### src/rtl/branch_cond_unit.sv
// Branch condition unit: resolves conditional branches against the N/Z/V
// flags, stalls decode while flags are pending, and issues a one-cycle
// redirect/flush with the computed target. Also counts taken branches.
module branch_cond_unit #(
    parameter int WIDTH = 16,
    parameter int IMM_W = 9,
    parameter int CNT_W = 16
) (
    input  logic             clk,
    input  logic             rst,
    input  logic             br_valid,
    input  logic             br_is_reg,
    input  logic [2:0]       br_cond,
    input  logic [IMM_W-1:0] br_imm,
    input  logic [WIDTH-1:0] br_reg,
    input  logic [WIDTH-1:0] pc_plus2,
    input  logic             flag_pend,
    input  logic             N_flag,
    input  logic             Z_flag,
    input  logic             V_flag,
    output logic             stall,
    output logic             redirect,
    output logic             flush,
    output logic [WIDTH-1:0] pc_target,
    output logic [CNT_W-1:0] taken_cnt
);

    typedef enum logic [1:0] {
        IDLE     = 2'd0,
        HOLD     = 2'd1,
        REDIRECT = 2'd2
    } state_t;

    state_t             state_q;
    logic               stall_q;
    logic               redirect_q;
    logic [WIDTH-1:0]   pc_target_q;
    logic [CNT_W-1:0]   cnt_q;

    // Latched branch fields, used while waiting in HOLD
    logic               is_reg_q;
    logic [2:0]         cond_q;
    logic [IMM_W-1:0]   imm_q;
    logic [WIDTH-1:0]   reg_q;
    logic [WIDTH-1:0]   pc_q;

    // Evaluation inputs and results
    logic               sel_is_reg;
    logic [2:0]         sel_cond;
    logic [IMM_W-1:0]   sel_imm;
    logic [WIDTH-1:0]   sel_reg;
    logic [WIDTH-1:0]   sel_pc;
    logic [WIDTH-1:0]   sext_imm;
    logic               taken_d;
    logic [WIDTH-1:0]   target_d;
    logic [CNT_W-1:0]   cnt_d;

    function automatic logic cond_taken(input logic [2:0] cond,
                                        input logic n, input logic z,
                                        input logic v);
        logic t;
        case (cond)
            3'b000:  t = ~z;                  // NE
            3'b001:  t = z;                   // EQ
            3'b010:  t = ~z & ~n;             // GT
            3'b011:  t = n;                   // LT
            3'b100:  t = z | (~z & ~n);       // GE
            3'b101:  t = n | z;               // LE
            3'b110:  t = v;                   // OV
            default: t = 1'b1;                // UN
        endcase
        return t;
    endfunction

    // Select live or latched branch fields, evaluate condition and target
    always_comb begin
        if (state_q == HOLD) begin
            sel_is_reg = is_reg_q;
            sel_cond   = cond_q;
            sel_imm    = imm_q;
            sel_reg    = reg_q;
            sel_pc     = pc_q;
        end else begin
            sel_is_reg = br_is_reg;
            sel_cond   = br_cond;
            sel_imm    = br_imm;
            sel_reg    = br_reg;
            sel_pc     = pc_plus2;
        end
        sext_imm = {{(WIDTH-IMM_W){sel_imm[IMM_W-1]}}, sel_imm};
        taken_d  = cond_taken(sel_cond, N_flag, Z_flag, V_flag);
        if (sel_is_reg)
            target_d = sel_reg;
        else
            target_d = sel_pc + {sext_imm[WIDTH-2:0], 1'b0};
        cnt_d = (cnt_q == '1) ? cnt_q : cnt_q + 1'b1;
    end

    // Branch FSM with registered stall/redirect/target and taken counter
    always_ff @(posedge clk or posedge rst) begin
        if (rst) begin
            state_q     <= IDLE;
            stall_q     <= 1'b0;
            redirect_q  <= 1'b0;
            pc_target_q <= '0;
            cnt_q       <= '0;
            is_reg_q    <= 1'b0;
            cond_q      <= '0;
            imm_q       <= '0;
            reg_q       <= '0;
            pc_q        <= '0;
        end else begin
            stall_q    <= 1'b0;
            redirect_q <= 1'b0;
            case (state_q)
                IDLE: begin
                    if (br_valid) begin
                        is_reg_q <= br_is_reg;
                        cond_q   <= br_cond;
                        imm_q    <= br_imm;
                        reg_q    <= br_reg;
                        pc_q     <= pc_plus2;
                        if (flag_pend) begin
                            state_q <= HOLD;
                            stall_q <= 1'b1;
                        end else if (taken_d) begin
                            state_q     <= REDIRECT;
                            redirect_q  <= 1'b1;
                            pc_target_q <= target_d;
                            cnt_q       <= cnt_d;
                        end
                    end
                end
                HOLD: begin
                    if (flag_pend) begin
                        stall_q <= 1'b1;
                    end else if (taken_d) begin
                        state_q     <= REDIRECT;
                        redirect_q  <= 1'b1;
                        pc_target_q <= target_d;
                        cnt_q       <= cnt_d;
                    end else begin
                        state_q <= IDLE;
                    end
                end
                REDIRECT: state_q <= IDLE;
                default:  state_q <= IDLE;
            endcase
        end
    end

    assign stall     = stall_q;
    assign redirect  = redirect_q;
    assign flush     = redirect_q;
    assign pc_target = pc_target_q;
    assign taken_cnt = cnt_q;

endmodule

### config.mk
export PLATFORM = sky130hd
export DESIGN_NAME = branch_cond_unit
export DESIGN_NICKNAME = d
export VERILOG_FILES = /design/src/rtl/branch_cond_unit.sv
export SDC_FILE = /design/constraint.sdc
export NUM_CORES = 1
export LEC_CHECK = 0
export BUFFER_PORTS_ARGS = -buffer_cell sky130_fd_sc_hd__buf_2
export CAP_MARGIN = 30
export CORE_UTILIZATION = 45
export DETAILED_ROUTE_END_ITERATION = 8
export PLACE_DENSITY_LB_ADDON = 0.25
export SYNTH_ARGS = -nofsm -noshare
export SYNTH_HDL_FRONTEND = slang
export SYNTH_SLANG_ARGS = --single-unit
### constraint.sdc
create_clock -name clk -period 3.97 [get_ports clk]
set_input_delay 0.794 -clock clk [delete_from_list [all_inputs] [get_ports clk]]
set_output_delay 0.794 -clock clk [all_outputs]
set_load 0.02 [all_outputs]
Yosys cells after proc, flatten, opt, wreduce, memory -nomap -nowiden

Index checks and enable logic that the tools add are counted.
Widths: inputs -> output; s select.

Bits in registers: 81
Bits of input ports: 52
Memory bits (read-only): 0
Memories: 0
Word-level logic and storage cells: 63
RAM bits: 0
Output and inout bits: 35
Latch bits: 0

Equal/unequal tests: 11
Multipliers: 0
Div/mod/pow operators: 0
$add $sub $neg: 2
Multiplexer cells: 29
Bitwise operators: 5
Shift operators: 0
Reductions and logical operators: 6
Magnitude comparators: 0

Operators with widths:

| kind                  | count |
|---|---|
| $mux 16               | 10 |
| $pmux 16 s2           | 2 |
| $add 16x1->16 const B | 1 |
| $add 16x16->16        | 1 |
| $eq 16x16->1 const B  | 1 |
| $mux 2                | 5 |
| $eq 3x3->1 const B    | 3 |
| $mux 9                | 1 |
| $pmux 1 s7            | 1 |
| $eq 3x2->1 const B    | 2 |
| $mux 1                | 6 |
| $ne 2x2->1 const B    | 2 |
| $pmux 1 s2            | 2 |
| $pmux 2 s2            | 1 |
| $reduce_and 2->1      | 2 |
| $eq 3x1->1 const B    | 1 |
| $logic_not 3->1       | 1 |
| $mux 3                | 1 |
| $ne 3x3->1 const B    | 1 |
| $reduce_and 3->1      | 1 |
| $eq 2x1->1 const B    | 1 |
| $logic_not 2->1       | 1 |
| $not 1->1             | 2 |
| $or 1x1->1            | 2 |
| 2 further kinds       | 2 |

Longest topological paths before layout

Depth after elaboration: 8
Depth in mapped cells: 15
Depth with buffers taken out: 12

Least setup slack after synthesis

No wires, ideal clock.

Path type: register to register
Start point: reg state_q[0]
End point: reg pc_target_q[13], in the netlist pc_target[13]
Clock period less this slack: 3446 ps
Library setup time: 126 ps
Path buffers: 3
Arrival time: 3320 ps
Path slack: 524 ps
Stages on the path, launching flop included: 16
Cell sequence: dfrtp_1 -> nor2b_1 -> clkbuf_1 -> clkbuf_1 -> clkbuf_1 -> nand2_1 -> nand2_1 -> ha_1 -> inv_1 -> fa_1 -> nand2b_1 -> a21oi_1 -> o2111ai_1 -> a21oi_1 -> xor2_1 -> a221o_1

Cells in the longest elaborated chain, start to end: 8
Elaborated cells between the ends (all ways): 24

RTL lines:

| element                                      | line     | RTL |
|---|---|---|
| from (decl)                                  | 34       | `state_t state_q;` |
| from (signal assigned)                       | 102      | `state_q <= IDLE;` |
| from (signal assigned)                       | 124      | `state_q <= HOLD;` |
| from (signal assigned)                       | 127      | `state_q <= REDIRECT;` |
| $eq 2x1->1                                   | 77, 115  |  |
| $mux 16 (tied with other cells)              | 77       | `if (state_q == HOLD) begin` |
| $add 16x16->16 (tied with other cells)       | 95       | `target_d = sel_pc + {sext_imm[WIDTH-2:0], 1'b0};` |
| $mux 16 / $pmux 1 s7 (equally long branches) | 92, 62   |  |
| $mux 16                                      | 126, 137 |  |
| $mux 16                                      | 123      | `if (flag_pend) begin` |
| $mux 16                                      | 117      | `if (br_valid) begin` |
| $pmux 16 s2                                  | 115      | `case (state_q)` |
| to (signal assigned)                         | 129      | `pc_target_q <= target_d;` |
| to (signal assigned)                         | 140      | `pc_target_q <= target_d;` |
| to (decl)                                    | 37       | `logic [WIDTH-1:0] pc_target_q;` |

Several ways; a longest one is shown, not always the timed one. The select of a mux whose other input is x is not followed.
A chain may end at the register's enable or synchronous reset.

Final worst setup path

Start point: reg state_q[0]
End point: reg pc_target_q[12], in the netlist pc_target[12]

The elaborated chain is that of the path after synthesis.

==> PnR_summary.wiki <==
{| class="wikitable"
! Metric !! Value
|-
| Result of the run || complete, no violations
|-
| Clock network power share || 20.3%
|-
| Root buf cell || sky130_fd_sc_hd__clkbuf_8
|-
| P per Cell Area || 532 nW/um^2
|-
| Hold buffer count at CTS || 0
|-
| Final hold slack || 356 ps
|-
| Die Y-Extent || 104 um
|-
| Kind of cell adding the most delay to the critical path || compound AO/OA/AOI/OAI gates
|-
| Actual slew at the worst max-slew pin || 598 ps
|-
| Gates resized, CTS repair || 0
|-
| 1st-iter DRT viols || 169
|-
| CTS H-tree depth || 3
|-
| Worst setup slack after layout || 640 ps
|-
| Post-CTS setup-driven buffer insertion count || 0
|-
| Final Slew Violations || 0
|-
| Count of input and output buffers || 86
|-
| Worst rel slew slack || 60.1%
|-
| Switching power || 1.10 mW
|-
| Switch share || 37.7%
|-
| Cell area after synthesis || 4680 um^2
|-
| CTS tree || built
|-
| Worst-path maximum fanout || 20
|-
| Internal power consumption || 1.81 mW
|-
| Worst Clk Skew || 11.9 ps
|-
| # diodes || 0
|-
| Number of detailed-route iterations in the first pass || 4
|-
| Worst-case clock buffer depth || 2
|-
| Number of hold-slack violations in the final timing report || 0
|-
| Die Width || 104 um
|-
| Syn Area/Cell || 9.68 um^2
|-
| Combined global-route utilization of all metal layers || 20.8%
|-
| Maximum capacitance violations || 0
|-
| Final HPWL DP || 7860 um
|-
| Final clock period utilization by the worst path || 83.9%
|-
| Post-DP Area || 5280 um^2
|-
| Aggregate routed wire length || 10600 um
|-
| Largest cells by area after synthesis || sky130_fd_sc_hd__dfrtp_1, sky130_fd_sc_hd__mux2_2, sky130_fd_sc_hd__nand2_1, sky130_fd_sc_hd__ha_1, sky130_fd_sc_hd__a21oi_1
|-
| Part of the Yosys area used for sequential elements || 43.3%
|-
| Proportion of power drawn by flip-flops and latches || 41.2%
|-
| Post-detailed-route via-to-cell ratio || 5.33
|-
| Number of global-route vias before repair || 3644
|-
| Latest clock arrival within the worst-skew pair || 360 ps
|-
| Number of buffers added by the clock tree synthesis step || 9
|-
| Critical path class || reg -> reg
|-
| Critical path cell sequence || nor2b_2, buf_4, nand2_1, nand2_1, ha_1, a21oi_1, o211ai_1, a21oi_1, o21ai_0, or3_1, a32o_1
|-
| Clock tree sinks || 81
|-
| Final critical delay including setup and external delays || 3330 ps
|-
| Antenna violations before repair || 0
|-
| Wire length of the first global-routing pass || 18000 um
|-
| Post-Syn Instances || 484
|-
| FMAX || 0.300 GHz
|-
| Top-level port count || 87
|-
| Final core utilization || 55.2%
|-
| Routed WL per cell || 15.1 um
|-
| Synth Net Count || 552
|-
| Critical path data required time || 4230 ps
|-
| Total power consumption of the routed design || 2.91 mW
|-
| Non-Filler Instances || 706
|-
| Floorplan die area || 10800 um^2
|-
| Worst-case vdd ir drop || 0.000258 V
|-
| DRC violations left || 0
|-
| Final-stage net count || 636
|-
| Commonest register cell after synthesis || sky130_fd_sc_hd__dfrtp_1
|-
| Fraction of final layout cells sized beyond drive strength 1 || 31.9%
|-
| Critical path endpoint category || register
|-
| Async set or reset register ratio after synthesis || 100%
|-
| Fraction of power consumed by combinational cells || 38.5%
|-
| Slowest CP cell || sky130_fd_sc_hd__nor2b_2
|-
| Kind of start point of the critical path || register
|-
| RSZ-0062 raised after global routing || false
|-
| Type of the worst min-delay path || in -> async
|-
| Pre-CTS WS || 711 ps
|-
| Count of flip-flops with a built-in enable after synthesis || 0
|-
| Number of storage elements in the synthesis netlist || 81
|-
| Initial cell density of the core || 47.3%
|-
| Number of setup violations in the final report || 0
|-
| WP buf/inv || 1
|-
| Data arrival at the endpoint of the critical path || 3590 ps
|-
| ANT nets after route || 0
|-
| GR Overflow Total || 0
|-
| Clock slew seen by the registers of the worst setup and hold paths || 90 ps
|-
| Num rows || 36
|-
| Leakage Power || 2.64 nW
|-
| Biggest area consumer among synthesized cells || sky130_fd_sc_hd__dfrtp_1
|-
| Layout-stage area growth over the synthesis result || 16.8%
|-
| Pin count of the biggest net entering global routing || 49
|-
| GPL Wtd Cong || 0.895
|-
| Overall via count from detail_route || 3761
|-
| Post-Route Setup TNS || 0 ps
|-
| Total number of yosys warnings || 0
|-
| Cell variety after synth || 57
|-
| Share of the synthesized area in the top cell type || 43.3%
|-
| Max stage delay on crit path || 550 ps
|-
| CORE AREA || 9910 um^2
|-
| Total placed cells including tap cells || 690
|-
| Design Area, Final || 5470 um^2
|}
worst paths after layout:
kind	start	end	slack, ps	cells after the start
max reg2reg	state_q[0]$_DFFE_PP0P_	pc_target[12]$_DFFE_PP0P_	640	11
min	rst	taken_cnt[12]$_DFFE_PP0P_	360	2
min reg2reg	pc_target[10]$_DFFE_PP0P_	pc_target[10]$_DFFE_PP0P_	480	2
min in group clk	pc_target[10]$_DFFE_PP0P_	pc_target[10]$_DFFE_PP0P_	480	2
max	state_q[0]$_DFFE_PP0P_	pc_target[12]$_DFFE_PP0P_	640	11
max in group asynchronous	rst	pc_q[6]$_DFFE_PP0P_	2760	4
sequential cells by signal, indices dropped and copies added, names as in the netlist:
| register | count |
|---|---|
| imm_q | 9 |
| flush | 1 |
| reg_q | 16 |
| taken_cnt | 16 |
| pc_target | 16 |
| is_reg_q | 1 |
| cond_q | 3 |
| state_q | 2 |
| pc_q | 16 |
| stall | 1 |
area by class of cell:
type                    instances  area [um^2]
repair buffers                 96          526
clock inverters                 5         56.3
fillers                       901         4440
well taps                     133          166
multi-input cells             368         2520
inverters                      12         46.3
clock buffers                  11          131
flip-flops and latches         81         2030
cell usage after synthesis, types with 3 or more instances:
| cell type | number |
|---|---|
| sky130_fd_sc_hd__nor4_2 | 6 |
| sky130_fd_sc_hd__xnor2_1 | 7 |
| sky130_fd_sc_hd__nand2b_1 | 6 |
| sky130_fd_sc_hd__nand3_1 | 10 |
| sky130_fd_sc_hd__nor3b_1 | 3 |
| sky130_fd_sc_hd__mux2_2 | 50 |
| sky130_fd_sc_hd__mux2i_1 | 4 |
| sky130_fd_sc_hd__a21oi_1 | 36 |
| sky130_fd_sc_hd__and3_1 | 5 |
| sky130_fd_sc_hd__dfrtp_1 | 81 |
| sky130_fd_sc_hd__nand2_1 | 121 |
| sky130_fd_sc_hd__xor2_1 | 15 |
| sky130_fd_sc_hd__nor2b_1 | 5 |
| sky130_fd_sc_hd__inv_1 | 12 |
| sky130_fd_sc_hd__clkbuf_1 | 16 |
| sky130_fd_sc_hd__buf_6 | 3 |
| sky130_fd_sc_hd__nor2_1 | 8 |
| sky130_fd_sc_hd__o21ai_0 | 21 |
| sky130_fd_sc_hd__nor3_1 | 8 |
| sky130_fd_sc_hd__o211ai_1 | 4 |
| sky130_fd_sc_hd__a21o_1 | 4 |
| sky130_fd_sc_hd__ha_1 | 15 |
| sky130_fd_sc_hd__a31oi_1 | 4 |
power by group through the flow:
stage | Clock (mW) | Sequential [mW] | Combinational [mW]
detailed placement | 0 | 1.22 | 1.12
finish | 0.592 | 1.20 | 1.12
floorplan | 0 | 1.32 | 0.676
CTS | 0.608 | 1.20 | 1.12
global route | 0.643 | 1.23 | 1.23
global placement | 0 | 1.21 | 1.09
layer usage:
layer,track usage (%),share of wire [%],vias up
li1,-,-,1855
met1,28.0,47,1806
met2,33.2,47,91
met3,4.39,4.8,9
met4,7.14,0.87,0
met5,0,0,-
layout by cell type (no fill, tap or decap), types with 2 or more instances in the layout:
master                     synthesis  final
sky130_fd_sc_hd__a21o_1            4      4
sky130_fd_sc_hd__a21oi_1          36     36
sky130_fd_sc_hd__a31oi_1           4      4
sky130_fd_sc_hd__and3_1            5      5
sky130_fd_sc_hd__and4b_1           2      2
sky130_fd_sc_hd__buf_2             2     86
sky130_fd_sc_hd__buf_4             1      9
sky130_fd_sc_hd__clkbuf_1         16      2
sky130_fd_sc_hd__clkbuf_8          0      9
sky130_fd_sc_hd__clkinv_2          0      3
sky130_fd_sc_hd__dfrtp_1          81     81
sky130_fd_sc_hd__ha_1             15     15
sky130_fd_sc_hd__inv_1            12     11
sky130_fd_sc_hd__mux2_2           50     50
sky130_fd_sc_hd__mux2i_1           4      3
sky130_fd_sc_hd__nand2_1         121    121
sky130_fd_sc_hd__nand2b_1          6      5
sky130_fd_sc_hd__nand3_1          10     10
sky130_fd_sc_hd__nand3b_1          2      2
sky130_fd_sc_hd__nand4_1           2      2
sky130_fd_sc_hd__nor2_1            8      8
sky130_fd_sc_hd__nor2b_1           5      4
sky130_fd_sc_hd__nor3_1            8      8
sky130_fd_sc_hd__nor3b_1           3      2
sky130_fd_sc_hd__nor3b_2           1      2
sky130_fd_sc_hd__nor4_2            6      6
sky130_fd_sc_hd__o211ai_1          4      4
sky130_fd_sc_hd__o21ai_0          21     21
sky130_fd_sc_hd__o31ai_1           2      2
sky130_fd_sc_hd__or3_1             2      2
sky130_fd_sc_hd__xnor2_1           7      7
sky130_fd_sc_hd__xor2_1           15     15
worst reg2reg max path: cells and delay by family (launching register included):
family | cells | cell delay, ps
flops | 1 | 480
buf+inv | 1 | 340
compound gates | 5 | 1060
simple gates | 4 | 1050
fa+ha+maj | 1 | 300
logic make-up after synthesis:
logic type / count (synthesis) / share of synthesized area [%]
buffers and inverters: 35 / 3.42
XOR/XNOR: 22 / 4.11
multiplexers: 56 / 13.6
flip-flops: 81 / 43.3
adder cells (fa/ha/maj): 16 / 4.43
AND/OR/NAND/NOR: 189 / 20.0
AO/OA/AOI/OAI: 85 / 11.2
Note: power is estimated with default switching activity, not from simulation.
